### src/rtl/framebuffer_dump_engine_pkg.sv
// Shared opcode space and framebuffer defaults for the UART instruction and dump engines.
package framebuffer_dump_engine_pkg;

  localparam logic [7:0] OP_NOP   = 8'h00;
  localparam logic [7:0] OP_RED   = 8'h01;
  localparam logic [7:0] OP_GREEN = 8'h02;
  localparam logic [7:0] OP_BLUE  = 8'h03;
  localparam logic [7:0] OP_FRAME = 8'h04;
  localparam logic [7:0] OP_STORE = 8'h05;
  localparam logic [7:0] OP_DRAW  = 8'h06;
  localparam logic [7:0] OP_DUMP  = 8'h07;

  localparam int unsigned DEF_BITS_PER_PIXEL    = 4;
  localparam int unsigned DEF_FRAMEBUFFER_DEPTH = 640 * 480;

  localparam int unsigned BYTE_W = 8;
  localparam int unsigned ADDR_W = 32;
  localparam int unsigned CNT_W  = 4;

  typedef enum logic [2:0] {
    ST_IDLE      = 3'd0,
    ST_READ      = 3'd1,
    ST_CAPTURE   = 3'd2,
    ST_SEND      = 3'd3,
    ST_WAIT_DONE = 3'd4
  } dump_state_e;

  function automatic int unsigned pixels_per_byte(input int unsigned bpp);
    return BYTE_W / bpp;
  endfunction

endpackage

### src/rtl/framebuffer_dump_engine_pixel_packer.sv
// Packs pixels into one byte, first pixel in the MSBs; unfilled low slots stay zero.
module framebuffer_dump_engine_pixel_packer
  import framebuffer_dump_engine_pkg::*;
#(
  parameter int unsigned BPP = DEF_BITS_PER_PIXEL
) (
  input  logic              clk,
  input  logic              rst,
  input  logic              clear,
  input  logic              shift_en,
  input  logic [BPP-1:0]    pixel,
  output logic [BYTE_W-1:0] pack_byte,
  output logic              last_slot_c
);

  localparam int unsigned PPB = pixels_per_byte(BPP);

  logic [BYTE_W-1:0] byte_q, byte_d;
  logic [CNT_W-1:0]  count_q, count_d;

  // Each pixel lands in its own slot so a partial byte is already MSB-aligned.
  always_comb begin
    byte_d  = byte_q;
    count_d = count_q;
    if (clear) begin
      byte_d  = '0;
      count_d = '0;
    end else if (shift_en) begin
      for (int unsigned s = 0; s < PPB; s++) begin
        if (count_q == CNT_W'(s)) byte_d[BYTE_W-BPP*(s+1) +: BPP] = pixel;
      end
      count_d = count_q + CNT_W'(1);
    end
  end

  always_ff @(posedge clk) begin
    if (rst) begin
      byte_q  <= '0;
      count_q <= '0;
    end else begin
      byte_q  <= byte_d;
      count_q <= count_d;
    end
  end

  assign pack_byte   = byte_q;
  assign last_slot_c = (count_q == CNT_W'(PPB - 1));

endmodule

### src/rtl/framebuffer_dump_engine.sv
// Streams the framebuffer out over UART TX, packed MSB-first, when the DUMP opcode arrives on RX.
module framebuffer_dump_engine
  import framebuffer_dump_engine_pkg::*;
#(
  parameter int unsigned BITS_PER_PIXEL    = DEF_BITS_PER_PIXEL,
  parameter int unsigned FRAMEBUFFER_DEPTH = DEF_FRAMEBUFFER_DEPTH,
  parameter logic [7:0]  DUMP_OPCODE       = OP_DUMP
) (
  input  logic                      i_Clock,
  input  logic                      i_Reset,
  input  logic                      i_Rx_DV,
  input  logic [BYTE_W-1:0]         i_Rx_Byte,
  output logic                      o_Read_Enable,
  output logic [ADDR_W-1:0]         o_Read_Addr,
  input  logic [BITS_PER_PIXEL-1:0] i_Read_Data,
  output logic                      o_Tx_DV,
  output logic [BYTE_W-1:0]         o_Tx_Byte,
  input  logic                      i_Tx_Active,
  input  logic                      i_Tx_Done,
  output logic                      o_Busy
);

  localparam logic [ADDR_W-1:0] LAST_IDX = ADDR_W'(FRAMEBUFFER_DEPTH - 1);

  dump_state_e       state_q, state_d;
  logic [ADDR_W-1:0] index_q, index_d;
  logic              last_q, last_d;
  logic              read_en_q, read_en_d;
  logic [ADDR_W-1:0] addr_q, addr_d;
  logic              tx_dv_q, tx_dv_d;
  logic [BYTE_W-1:0] tx_byte_q, tx_byte_d;
  logic              busy_q, busy_d;

  logic              pack_clear_c;
  logic              pack_shift_c;
  logic [BYTE_W-1:0] pack_byte;
  logic              last_slot_c;

  framebuffer_dump_engine_pixel_packer #(
    .BPP (BITS_PER_PIXEL)
  ) u_packer (
    .clk         (i_Clock),
    .rst         (i_Reset),
    .clear       (pack_clear_c),
    .shift_en    (pack_shift_c),
    .pixel       (i_Read_Data),
    .pack_byte   (pack_byte),
    .last_slot_c (last_slot_c)
  );

  // Outputs are computed one cycle ahead so the registered strobes line up with the state.
  always_comb begin
    state_d      = state_q;
    index_d      = index_q;
    last_d       = last_q;
    read_en_d    = 1'b0;
    addr_d       = '0;
    tx_dv_d      = 1'b0;
    tx_byte_d    = tx_byte_q;
    busy_d       = busy_q;
    pack_clear_c = 1'b0;
    pack_shift_c = 1'b0;
    unique case (state_q)
      ST_IDLE: begin
        if (i_Rx_DV && (i_Rx_Byte == DUMP_OPCODE)) begin
          state_d      = ST_READ;
          index_d      = '0;
          last_d       = 1'b0;
          busy_d       = 1'b1;
          read_en_d    = 1'b1;
          pack_clear_c = 1'b1;
        end
      end
      ST_READ: begin
        state_d = ST_CAPTURE;
      end
      ST_CAPTURE: begin
        pack_shift_c = 1'b1;
        index_d      = index_q + ADDR_W'(1);
        if (last_slot_c || (index_q == LAST_IDX)) begin
          state_d = ST_SEND;
          last_d  = (index_q == LAST_IDX);
        end else begin
          state_d   = ST_READ;
          read_en_d = 1'b1;
          addr_d    = index_q + ADDR_W'(1);
        end
      end
      ST_SEND: begin
        if (!i_Tx_Active) begin
          state_d   = ST_WAIT_DONE;
          tx_dv_d   = 1'b1;
          tx_byte_d = pack_byte;
        end
      end
      ST_WAIT_DONE: begin
        if (i_Tx_Done) begin
          pack_clear_c = 1'b1;
          if (last_q) begin
            state_d = ST_IDLE;
            busy_d  = 1'b0;
          end else begin
            state_d   = ST_READ;
            read_en_d = 1'b1;
            addr_d    = index_q;
          end
        end
      end
      default: state_d = ST_IDLE;
    endcase
  end

  always_ff @(posedge i_Clock) begin
    if (i_Reset) begin
      state_q   <= ST_IDLE;
      index_q   <= '0;
      last_q    <= 1'b0;
      read_en_q <= 1'b0;
      addr_q    <= '0;
      tx_dv_q   <= 1'b0;
      tx_byte_q <= '0;
      busy_q    <= 1'b0;
    end else begin
      state_q   <= state_d;
      index_q   <= index_d;
      last_q    <= last_d;
      read_en_q <= read_en_d;
      addr_q    <= addr_d;
      tx_dv_q   <= tx_dv_d;
      tx_byte_q <= tx_byte_d;
      busy_q    <= busy_d;
    end
  end

  assign o_Read_Enable = read_en_q;
  assign o_Read_Addr   = addr_q;
  assign o_Tx_DV       = tx_dv_q;
  assign o_Tx_Byte     = tx_byte_q;
  assign o_Busy        = busy_q;

endmodule

### config.mk
export PLATFORM = sky130hd
export DESIGN_NAME = framebuffer_dump_engine
export DESIGN_NICKNAME = d
export VERILOG_FILES = /design/src/rtl/framebuffer_dump_engine_pkg.sv /design/src/rtl/framebuffer_dump_engine_pixel_packer.sv /design/src/rtl/framebuffer_dump_engine.sv
export SDC_FILE = /design/constraint.sdc
export NUM_CORES = 1
export LEC_CHECK = 0
export CORE_MARGIN = 5
export CORE_UTILIZATION = 51
export CTS_BUF_LIST = sky130_fd_sc_hd__clkbuf_8
export DETAILED_ROUTE_END_ITERATION = 7
export GPL_ROUTABILITY_DRIVEN = 0
export GPL_TIMING_DRIVEN = 0
export HOLD_SLACK_MARGIN = 0.06
export MAX_ROUTING_LAYER = met4
export PLACE_DENSITY = 0.84
export SYNTH_ARGS = -nofsm -noshare
export SYNTH_HDL_FRONTEND = slang
export SYNTH_SLANG_ARGS = --single-unit
### constraint.sdc
create_clock -name i_Clock -period 2.4 [get_ports i_Clock]
set_clock_uncertainty 0.1 [all_clocks]
set_input_delay 0.48 -clock i_Clock [delete_from_list [all_inputs] [get_ports i_Clock]]
set_output_delay 0.48 -clock i_Clock [all_outputs]
set_load 0.05 [all_outputs]
Word-level counts from Yosys, hierarchy flattened

Cells that the tools add are included.
Widths: inputs -> output; s select.

Word-level logic and storage cells: 70
Bits in latches: 0
Memories: 0
Memory bits (writable): 0
Bits in registers: 91
Memory bits (read-only): 0
Input port bits: 17

Bitwise operators: 2
Order comparisons: 0
Equal/unequal tests: 12
Multiply operators: 0
Reductions and logical operators: 15
$add $sub $neg: 2
Multiplexer cells: 28
Shift-type cells: 0
Div/mod/pow operators: 0

Operators with widths:

| operator              | count |
|---|---|
| $mux 32               | 4 |
| $pmux 32 s2           | 2 |
| $add 32x1->32 const B | 1 |
| $eq 32x19->1 const B  | 1 |
| $pmux 3 s5            | 1 |
| $mux 1                | 13 |
| $ne 2x2->1 const B    | 5 |
| $mux 3                | 3 |
| $eq 8x3->1 const B    | 1 |
| $reduce_and 2->1      | 4 |
| $eq 3x2->1 const B    | 2 |
| $pmux 1 s2            | 3 |
| $reduce_and 3->1      | 2 |
| $add 4x1->4 const B   | 1 |
| $eq 4x1->1 const B    | 1 |
| $logic_not 4->1       | 1 |
| $reduce_and 4->1      | 1 |
| $reduce_bool 2->1     | 2 |
| $reduce_or 2->1       | 2 |
| $eq 3x1->1 const B    | 1 |
| $eq 3x3->1 const B    | 1 |
| $logic_not 3->1       | 1 |
| $pmux 1 s3            | 1 |
| $mux 2                | 1 |
| 3 further kinds       | 4 |

Logic depth before layout (Yosys ltp)

Gate-level depths: netlist of the first run.

Depth after elaboration: 5
Mapped depth: 9
Depth with buffers taken out: 7

Cells and area by module

A second synthesis of the first run with hierarchy kept.

Cells, all modules: 553
Area, all modules: 4,605.7 um^2

By module, submodules not included:

| module                               | cells an instance | times used | area an instance (um^2) |
|---|---|---|---|
| framebuffer_dump_engine              | 496               | 1          | 3,996.3 |
| framebuffer_dump_engine_pixel_packer | 57                | 1          | 609.3 |

Worst setup path after synthesis of the first run

Ideal clock, no wire load.

Kind: register to register
Start: register index_q[0]
End: register state_q[1]
Stages on the path, launching flop included: 9
Clock period less this slack: 2.552 ns
Data arrival time: 2.349 ns
Slack: -0.152 ns
Data required time: 2.197 ns
Library setup time: 0.103 ns
Path buffers: 2
Cells stage by stage: dfxtp_1 ha_1 buf_2 nand3_1 or4_4 or3_1 buf_2 a211o_1 a2111oi_2

Word-level cells in the longest chain between the ends: 4

RTL lines:

| element                | RTL line                       | text |
|---|---|---|
| from (decl)            | framebuffer_dump_engine.sv:26  | `logic [ADDR_W-1:0] index_q, index_d;` |
| from (signal assigned) | framebuffer_dump_engine.sv:125 | `index_q <= index_d;` |
| $eq 32x19->1           | framebuffer_dump_engine.sv:80  | `if (last_slot_c \|\| (index_q == LAST_IDX)) begin` |
| $logic_or 1x1->1       | framebuffer_dump_engine.sv:80  |  |
| $mux 2                 | framebuffer_dump_engine.sv:80  |  |
| $pmux 3 s5             | framebuffer_dump_engine.sv:63  | `unique case (state_q)` |
| to (signal assigned)   | framebuffer_dump_engine.sv:124 | `state_q <= state_d;` |
| to (decl)              | framebuffer_dump_engine.sv:25  | `dump_state_e state_q, state_d;` |

Every way passes these cells.
A chain may end at the register's enable or synchronous reset.

Final worst setup path of the first run

Start: register index_q[3]
End: register addr_q[16], in the netlist o_Read_Addr[16]

Word-level cells in the longest chain between the ends: 4

RTL lines:

| element                                                               | RTL line                       | text |
|---|---|---|
| parallel branches: the longest is 2 deep, another holds $add 32x1->32 | -                              |  |
| $mux 32 *                                                             | framebuffer_dump_engine.sv:80  |  |
| $pmux 32 s2 *                                                         | framebuffer_dump_engine.sv:63  |  |
| to (signal assigned)                                                  | framebuffer_dump_engine.sv:128 | `addr_q <= addr_d;` |
| to (decl)                                                             | framebuffer_dump_engine.sv:29  | `logic [ADDR_W-1:0] addr_q, addr_d;` |

Mark *: on every way between the ends.

==> results.json, run 1 <==
{
  "status": "finished with violations",
  "violations": "negative setup slack",
  "first_pass_iters": 7,
  "cp.buffers_inverters": 2,
  "postRouteAntennaNets": 0,
  "ys_seq_area_frac": 0.412,
  "yosysWarnings": 0,
  "grt_pass1_wl_um": 22300,
  "synth_cell_types": 48,
  "synth_seq_cells": 91,
  "synth_nets": 585,
  "max_stage_delay_ns": 0.66,
  "clk_pin_slew_ns": 0.09,
  "finalSetupViolCount": 3,
  "clk_latency_ns": 0.37,
  "crit_path_end_kind": "flop",
  "required_ns": 2.56,
  "chipHeight_um": 103,
  "p_per_area_nw_per_um2": 479,
  "p_leak_uw": 0.00188,
  "hold_slack_ns": 0.365,
  "num_vias": 5117,
  "ir_drop_v": 0.000398,
  "synth_top_area_cell": "dfxtp_1",
  "cts_sinks": 91,
  "remaining_drc_errors": 0,
  "final_area_um2": 5720,
  "core_area_um2": 8590,
  "post-dp-hpwl_um": 9280,
  "grt-ovfl-total": 0,
  "crit_path_cell_trace": "buf_6, nand4_4, buf_4, nor3_2, nand3_1, or4_1, a21oi_1",
  "arrival_ns": 2.63,
  "fillers": 679,
  "synthMostInstantiatedCell": "dfxtp_1",
  "syn_area_um2": 4420,
  "htreeDepth": 3,
  "final_layout_size_suffix_gt1_frac": 0.153,
  "placed_area_um2": 5190,
  "power.total_uw": 2740,
  "cp_top_family": "simple AND/OR/NAND/NOR gates",
  "dieArea_um2": 10600,
  "synth_area_leaders": "dfxtp_1, a31oi_1, a21oi_1, nand2_1, nand3_1",
  "ys_dominant_reg_cell": "dfxtp_1",
  "wirelength_um": 14400,
  "tightest_slew_ns": 0.910,
  "grt_max_degree": 16,
  "syn_to_final_growth_pct": 29.3,
  "worstSetupPathType": "reg2reg",
  "grt.total_usage": 0.271,
  "finalNetCount": 669,
  "rows": 34,
  "fin_crit_sh": 1.03,
  "start_util": 0.515,
  "clockBufferDepth": 2,
  "final-max-slew-violation-count": 0,
  "vias_per_cell": 6.72,
  "rsz0062_at_grt": "true",
  "layout_min_cycle_time_ns": 2.47,
  "fin_ws_ns": -0.0749,
  "ioPinCount": 60,
  "crit_fanout": 10,
  "io_buffers": 59,
  "antenna_found_initial": 0,
  "slowest_stage": "nor3_2",
  "hp-class": "reg2reg",
  "synth_common_cells": "dfxtp_1, nand2_1, a21oi_1",
  "syn_inst": 564,
  "holdBufCountCts": 0,
  "cts_root_buf": "clkbuf_8",
  "drt_iter0_markers": 736,
  "cts-buffers-inserted": 9,
  "synth_edf_count": 0,
  "async_flop_share": 0,
  "synth_top_area_share": 0.412,
  "cp-start-kind": "flop",
  "finalHoldViolations": 0,
  "cts_tree": "done",
  "wl_per_cell_um": 18.9,
  "num_antenna_cells": 0,
  "grt_pass1_vias": 4625,
  "fmax_ghz": 0.404,
  "cap_viol_max_count": 0,
  "syn-mean-instance-area_um2": 7.84,
  "die-width_um": 103,
  "relSlewSlack": 0.388
}
where the power goes:
group / switching, µW / total [µW] / internal (µW) / leakage [µW]
Combinational: 102 / 159 / 57.2 / 0.00104
Clock: 549 / 1060 / 509 / 0.0000987
Sequential: 6.36 / 1520 / 1510 / 0.000739
Total: 658 / 2740 / 2080 / 0.00188
layout by cell type (no fill, tap or decap), types with 7 or more instances in the layout:
master / instances
clkdlybuf4s50_1: 59
or4_1: 7
or3_1: 19
clkbuf_1: 20
clkbuf_8: 11
nor3_1: 8
and3_1: 7
dfxtp_1: 79
nand3_1: 42
nand4_1: 15
nor2_1: 33
o21ai_0: 23
dfxtp_2: 10
a21oi_1: 57
buf_4: 21
nand2_1: 65
a311oi_1: 12
buf_2: 7
a31oi_1: 48
clkbuf_2: 9
logic make-up (layout without fill, tap and decap cells):
group | Yosys count | in the layout | synth area share
buffers and inverters | 60 | 149 | 0.0526
DFF | 91 | 91 | 0.412
and+or+nand+nor | 245 | 245 | 0.293
adders and majority gates | 4 | 4 | 0.0113
AOI/OAI and AO/OA | 154 | 154 | 0.209
muxes | 5 | 5 | 0.0113
xor gates and xnor gates | 5 | 5 | 0.00991
path summary, 6_finish.rpt:
| kind | from | end | slack (ns) | depth (start not counted) |
|---|---|---|---|---|
| max | index_q[3] | o_Read_Addr[16] | -0.07 | 7 |
| min | u_packer.pack_byte[4] | o_Tx_Byte[4] | 0.37 | 2 |
| max reg2reg | index_q[3] | o_Read_Addr[16] | -0.07 | 7 |
| min reg2reg | u_packer.pack_byte[4] | o_Tx_Byte[4] | 0.37 | 2 |
repair_timing:
action                                  in CTS  in global routing
cloned                                       0                  1
endpoints found under the setup margin      55                 59
hold endpoints to repair                     0                  0
resized for setup                           36                 52
pin swaps                                    9                  3
setup buffers                               11                 10
worst reg2reg max path, stage by stage, from the launching register on:
cell and delay, ns:
dfxtp_2 0.33, buf_6 0.12, nand4_4 0.10, buf_4 0.18
nor3_2 0.67, nand3_1 0.17, or4_1 0.42, a21oi_1 0.28
stage by stage:
step                cells  setup TNS [ns]  utilization  worst slack [ns]
floorplan             564               0            -            0.0202
global placement      731          -25.35        0.604            -0.644
detailed placement    731          -29.02        0.604            -0.707
CTS                   755         -0.0681        0.648           -0.0681
global route          761          -0.210        0.666           -0.0572
finish                761         -0.0841        0.666           -0.0749
sequential cells by signal, indices dropped and copies added, names as in the netlist:
| name | flops |
|---|---|
| index_q | 32 |
| last_q | 1 |
| u_packer.count_q | 4 |
| state_q | 3 |
| o_Tx_DV | 1 |
| o_Read_Addr | 32 |
| o_Read_Enable | 1 |
| o_Tx_Byte | 8 |
| o_Busy | 1 |
| u_packer.pack_byte | 8 |
metal layers:
metal	track usage	wire length (µm)	vias up
met5	-	0	-
met4	0.137	801	0
met3	0.0622	1740	121
met2	0.420	6560	426
met1	0.328	5310	2308
li1	-	-	2262
final cells by class:
| class | instances | area (µm²) | share of cell area |
|---|---|---|---|
| plain buffers | 48 | 258 | 0.0451 |
| clock buffers | 10 | 138 | 0.0241 |
| clock inverters | 6 | 63.8 | 0.0112 |
| inverters | 4 | 15.0 | 0.00263 |
| multi-input cells | 413 | 2510 | 0.440 |
| flip-flops and latches | 91 | 1840 | 0.322 |
| well taps | 108 | 135 | 0.0236 |
| repair buffers | 81 | 753 | 0.132 |
(Power assumes the default switching activity.)
==> run 2: changes to the inputs <==
- ABC_AREA: unset -> 1
- CORE_UTILIZATION: 51 -> 54
- clock period: 2.4 -> 2.75 ns (I/O delays scaled with it)
==> results.json, run 2 <==
{
  "status": "finished clean",
  "htreeDepth": 3,
  "required_ns": 2.10,
  "fin_crit_sh": 0.800,
  "io_buffers": 58,
  "fillers": 723,
  "final_layout_size_suffix_gt1_frac": 0.0736,
  "antenna_found_initial": 0,
  "synth_compound_area_frac": 0.102,
  "cts_setup_buffers": 0,
  "cp.buffers_inverters": 1,
  "core_area_um2": 8300,
  "num_antenna_cells": 0,
  "clkPwrFrac": 0.398,
  "finalNetCount": 818,
  "worstSetupPathType": "reg2out",
  "cp_top_family": "buffers and inverters",
  "whs_path_depth": 2,
  "finalSetupViolCount": 0,
  "synth_seq_cells": 91,
  "p_leak_uw": 0.00197,
  "syn_area_um2": 4660,
  "synthMostInstantiatedCell": "nand2_1",
  "finalHoldViolations": 0,
  "p_int_uw": 1720,
  "post-dp-hpwl_um": 9930,
  "start_util": 0.561,
  "final-max-slew-violation-count": 0,
  "min_from": "u_packer.pack_byte[7]",
  "synth_top_area_share": 0.391,
  "r2r_slack_ns": 0.62,
  "vias_per_cell": 5.50,
  "syn_inst": 728,
  "wirelength_um": 13300,
  "grt_pass1_wl_um": 21200,
  "muxShareOfSynthArea": 0,
  "p_per_area_nw_per_um2": 411,
  "hold_end": "u_packer.pack_byte[7]",
  "fin_ws_ns": 0.549,
  "dieArea_um2": 10600,
  "layout_min_cycle_time_ns": 2.20,
  "crit_fanout": 2,
  "async_flop_share": 0,
  "synth_top_family_by_area": "simple AND/OR/NAND/NOR gates",
  "pwr-share-comb": 0.026,
  "cts-buffers-inserted": 9,
  "synthXorXnorAreaFrac": 0.00752,
  "register_area_um2": 1820,
  "synth_cell_types": 35,
  "grt.total_usage": 0.262,
  "slowest_stage": "clkdlybuf4s50_1",
  "grt-ovfl-total": 0,
  "synth_top_area_cell": "dfxtp_1",
  "cts_sinks": 91,
  "syn-mean-instance-area_um2": 6.40,
  "clockBufferDepth": 2,
  "p_sw_frac": 0.250,
  "clk_latency_ns": 0.37,
  "r2r_start": "index_q[0]",
  "tightest_slew_ns": 0.664,
  "rsz0062_at_grt": "false",
  "ys_dominant_reg_cell": "dfxtp_1",
  "synth_area_leaders": "dfxtp_1, nand2_1, nor2_1, a21oi_1, nand3_1",
  "synth_edf_count": 0,
  "remaining_drc_errors": 0,
  "stdcell_count": 907,
  "first_pass_iters": 7,
  "syn_to_final_growth_pct": 19.5,
  "ir_drop_v": 0.000370,
  "synth_common_cells": "nand2_1, nor2_1, dfxtp_1",
  "cts_root_buf": "clkbuf_8",
  "p_seq_frac": 0.576,
  "synth_nets": 749,
  "drt_iter0_markers": 553,
  "grt_pass1_vias": 4471,
  "wl_per_cell_um": 14.6,
  "die-width_um": 103,
  "ioPinCount": 60,
  "r2r_cells": 9,
  "max_stage_delay_ns": 0.82,
  "arrival_ns": 1.55,
  "crit_path_cell_trace": "clkdlybuf4s50_1",
  "cts_resized": 0,
  "rows": 33,
  "postRouteAntennaNets": 0,
  "rr_endpoint": "o_Read_Addr[2]",
  "fmax_ghz": 0.454,
  "placed_cells_incl_taps": 891,
  "clk_pin_slew_ns": 0.10,
  "multi_input_area_um2": 2470,
  "cts_tree": "done",
  "final_common_cell": "nand2_1",
  "relSlewSlack": 0.558,
  "chipHeight_um": 103,
  "yosysWarnings": 0,
  "synth-simple-area-share": 0.411,
  "switchingPower_uw": 572,
  "grt_max_degree": 18,
  "fin_tns_setup_ns": 0,
  "cp-start-kind": "flop",
  "crit_path_end_kind": "primary output",
  "ys_seq_area_frac": 0.391,
  "num_vias": 4987,
  "cap_viol_max_count": 0,
  "layout_common_cells": "nand2_1, nor2_1, dfxtp_1",
  "holdBufCountCts": 0,
  "synthAdderAreaFrac": 0.0107,
  "dp_slack_ns": 0.254,
  "hp-class": "reg2reg"
}
run 2: cell types whose count changed after synthesis, moves of 10 or more:
cell	before	now
o21a_1	0	10
inv_1	4	54
a31oi_1	48	2
nor2_2	0	10
or3_1	21	0
a311oi_1	12	0
nand2_1	66	209
nand4_1	15	4
nand3_1	44	54
nor2_1	34	161
clkbuf_1	46	9
run 2: per-layer routing:
metal | track usage | wire length [µm] | vias up | share of wire
met5 | - | 0 | - | 0
met4 | 0.103 | 406 | 0 | 0.031
met3 | 0.0494 | 1160 | 41 | 0.087
met2 | 0.422 | 6190 | 252 | 0.47
met1 | 0.327 | 5520 | 2252 | 0.42
li1 | - | - | 2442 | -
run 2: kinds of logic (layout without fill, tap and decap cells):
family,count (synthesis),in the layout
xor+xnor,4,4
flops,91,91
buf+inv,83,157
simple gates,458,458
fa+ha+maj,4,4
compound gates,88,88
run 2: cell type report:
class,count,area share
sequential,91,0.327
tap,105,0.0236
inverter,60,0.0409
buffer,23,0.0238
multi-input combinational,554,0.445
clock buffer,10,0.0247
timing repair buffer,58,0.104
clock inverter,6,0.0101
run 2: power groups by stage:
stage | clock [µW] | sequential, µW | combinational (µW)
global placement | 0 | 1350 | 57.3
finish | 911 | 1320 | 60.0
CTS | 917 | 1320 | 59.1
global route | 973 | 1320 | 63.5
detailed placement | 0 | 1350 | 59.0
floorplan | 0 | 1350 | 22.8
run 2: stage by stage:
step | utilization | cell area, µm² | hold slack [ns] | total power [µW]
6_report | 0.670 | 5560 | 0.375 | 2290
4_1_cts | 0.670 | 5560 | 0.376 | 2290
3_3_place_gp | 0.647 | 5370 | 0.355 | 1400
2_1_floorplan | - | 4660 | 0.341 | 1370
5_1_grt | 0.670 | 5560 | 0.383 | 2350
3_5_place_dp | 0.647 | 5370 | 0.358 | 1410
run 2: worst max path at each step:
stage                 start      endpoint  slack, ns  cells after the start
3_3_place_gp        i_Rx_DV    index_q[1]       0.33                      8
2_1_floorplan  i_Rx_Byte[7]    index_q[5]       1.02                      7
4_1_cts        o_Tx_Byte[2]  o_Tx_Byte[2]       0.53                      1
5_1_grt        o_Tx_Byte[2]  o_Tx_Byte[2]       0.48                      1
6_report       o_Tx_Byte[3]  o_Tx_Byte[3]       0.55                      1
3_5_place_dp        i_Rx_DV    index_q[1]       0.25                      8
==> run 3: changes to the inputs <==
- CORE_UTILIZATION: 54 -> 52
- PLACE_DENSITY: 0.84 -> 0.85
- clock period: 2.75 -> 1.8 ns (I/O delays scaled with it)
==> results.json, run 3 (synthesis results as in run 2) <==
{
  "fillers": 731,
  "rr_endpoint": "o_Read_Addr[30]",
  "cts_root_buf": "clkbuf_8",
  "clk_pin_slew_ns": 0.10,
  "layout_common_cells": "nand2_1, nor2_1, dfxtp_1",
  "clockBufferDepth": 2,
  "ioPinCount": 60,
  "hold_end": "o_Read_Enable",
  "start_util": 0.534,
  "r2r_cells": 11,
  "rsz0062_at_grt": "true",
  "wl_per_cell_um": 15.0,
  "ir_drop_v": 0.000495,
  "remaining_drc_errors": 0,
  "p_per_area_nw_per_um2": 598,
  "rows": 34,
  "chipHeight_um": 105,
  "required_ns": 1.96,
  "layout_min_cycle_time_ns": 1.76,
  "p_leak_uw": 0.00232,
  "finalHoldViolations": 0,
  "die-width_um": 105,
  "num_vias": 5107,
  "crit_fanout": 6,
  "crit_path_end_kind": "flop",
  "vias_per_cell": 5.52,
  "grt_max_degree": 18,
  "post-dp-hpwl_um": 9950,
  "cts-buffers-inserted": 9,
  "p_seq_frac": 0.575,
  "tightest_slew_ns": 0.669,
  "grt_pass1_vias": 4806,
  "cts_tree": "done",
  "stdcell_count": 926,
  "hp-class": "in2reg",
  "placed_cells_incl_taps": 894,
  "htreeDepth": 3,
  "power.total_uw": 3490,
  "clk_latency_ns": 0.38,
  "num_antenna_cells": 0,
  "finalNetCount": 834,
  "grt-ovfl-total": 0,
  "dieArea_um2": 10900,
  "cts_sinks": 91,
  "final_common_cell": "nand2_1",
  "p_int_uw": 2610,
  "worstSetupPathType": "reg2reg",
  "core_area_um2": 8720,
  "r2r_start": "index_q[1]",
  "grt_pass1_wl_um": 22600,
  "io_buffers": 58,
  "postRouteAntennaNets": 0,
  "register_area_um2": 1860,
  "first_pass_iters": 6,
  "fin_crit_sh": 0.976,
  "antenna_found_initial": 0,
  "arrival_ns": 1.92,
  "p_sw_frac": 0.251,
  "min_from": "i_Reset",
  "status": "finished clean",
  "drt_iter0_markers": 419,
  "whs_path_depth": 2,
  "cap_viol_max_count": 0,
  "placed_area_um2": 5370,
  "final_layout_size_suffix_gt1_frac": 0.150,
  "grt.total_usage": 0.254,
  "switchingPower_uw": 876,
  "wirelength_um": 13900,
  "cp-start-kind": "flop",
  "clkPwrFrac": 0.398,
  "final_area_um2": 5840,
  "holdBufCountCts": 0,
  "syn_to_final_growth_pct": 25.3,
  "pwr-share-comb": 0.027,
  "multi_input_area_um2": 2630,
  "r2r_slack_ns": 0.04,
  "relSlewSlack": 0.554,
  "final-max-slew-violation-count": 0,
  "finalSetupViolCount": 0,
  "fmax_ghz": 0.569
}
## run 3: cell count changes in the layout (fill, tap and decap cells not counted), moves of 10 or more
| cell | change |
|---|---|
| dlygate4sd2_1 | +43 |
| dfxtp_1 | -21 |
| dfxtp_2 | +18 |
| clkdlybuf4s50_1 | -43 |
| nor2_1 | -14 |
| nor2_4 | +10 |
| buf_4 | +17 |
## run 3: how the worst max path moves through the flow
stage / slack (ns) / endpoint / depth (start not counted) / start
after detailed placement: -0.51 / index_q[2] / 8 / i_Rx_DV
after floorplan: 0.12 / o_Read_Addr[23] / 11 / index_q[0]
after global placement: -0.45 / index_q[4] / 8 / i_Rx_DV
final: 0.04 / o_Read_Addr[30] / 11 / index_q[1]
after global routing: -0.05 / index_q[2] / 9 / state_q[0]
after CTS: 0.007 / o_Read_Addr[23] / 11 / index_q[0]
## run 3: stage by stage
| stage | util | setup TNS, ns | hold slack [ns] | setup slack (ns) |
|---|---|---|---|---|
| 2_1_floorplan | - | 0 | 0.341 | 0.121 |
| 3_3_place_gp | 0.616 | -17.60 | 0.358 | -0.448 |
| 3_5_place_dp | 0.616 | -21.11 | 0.356 | -0.514 |
| 4_1_cts | 0.641 | 0 | 0.300 | 0.00670 |
| 5_1_grt | 0.669 | -0.193 | 0.321 | -0.0476 |
| 6_report | 0.669 | 0 | 0.322 | 0.0439 |
## run 3: layer usage
metal | up-vias | global-route usage | routed length [µm]
met3 | 61 | 0.0438 | 1210
met4 | 0 | 0.118 | 614
met5 | - | - | 0
li1 | 2464 | - | -
met1 | 2268 | 0.307 | 5490
met2 | 314 | 0.412 | 6610
## run 3: power by group through the flow
stage               Combinational [µW]  Sequential [µW]  Clock [µW]
floorplan                         34.8             2060           0
global placement                  87.4             2060           0
detailed placement                90.0             2060           0
CTS                               90.2             2010        1390
global route                       101             2010        1500
finish                            95.1             2010        1390
## run 3: worst max-delay path, stage by stage (launching register included)
cell,delay [ns]
dfxtp_4,0.38
ha_4,0.17
nand2_4,0.07
nor2_4,0.11
nand2_2,0.11
nor2_2,0.11
nand2_2,0.10
nand3_4,0.14
buf_6,0.14
nor2_1,0.04
nor2_1,0.10
nor2_1,0.05
## run 3: what timing repair did
item,CTS,global route
resized for setup,58,62
pin swaps,5,8
cloned,1,0
buffers inserted,4,11
setup endpoints to repair,100,73
## run 3: final cells by class
class | count | share of cell area
multi-input combinational | 554 | 0.450
sequential | 91 | 0.318
timing repair buffer | 74 | 0.111
inverter | 60 | 0.0401
buffer | 23 | 0.0242
clock buffer | 10 | 0.0236
tap | 108 | 0.0232
clock inverter | 6 | 0.00922
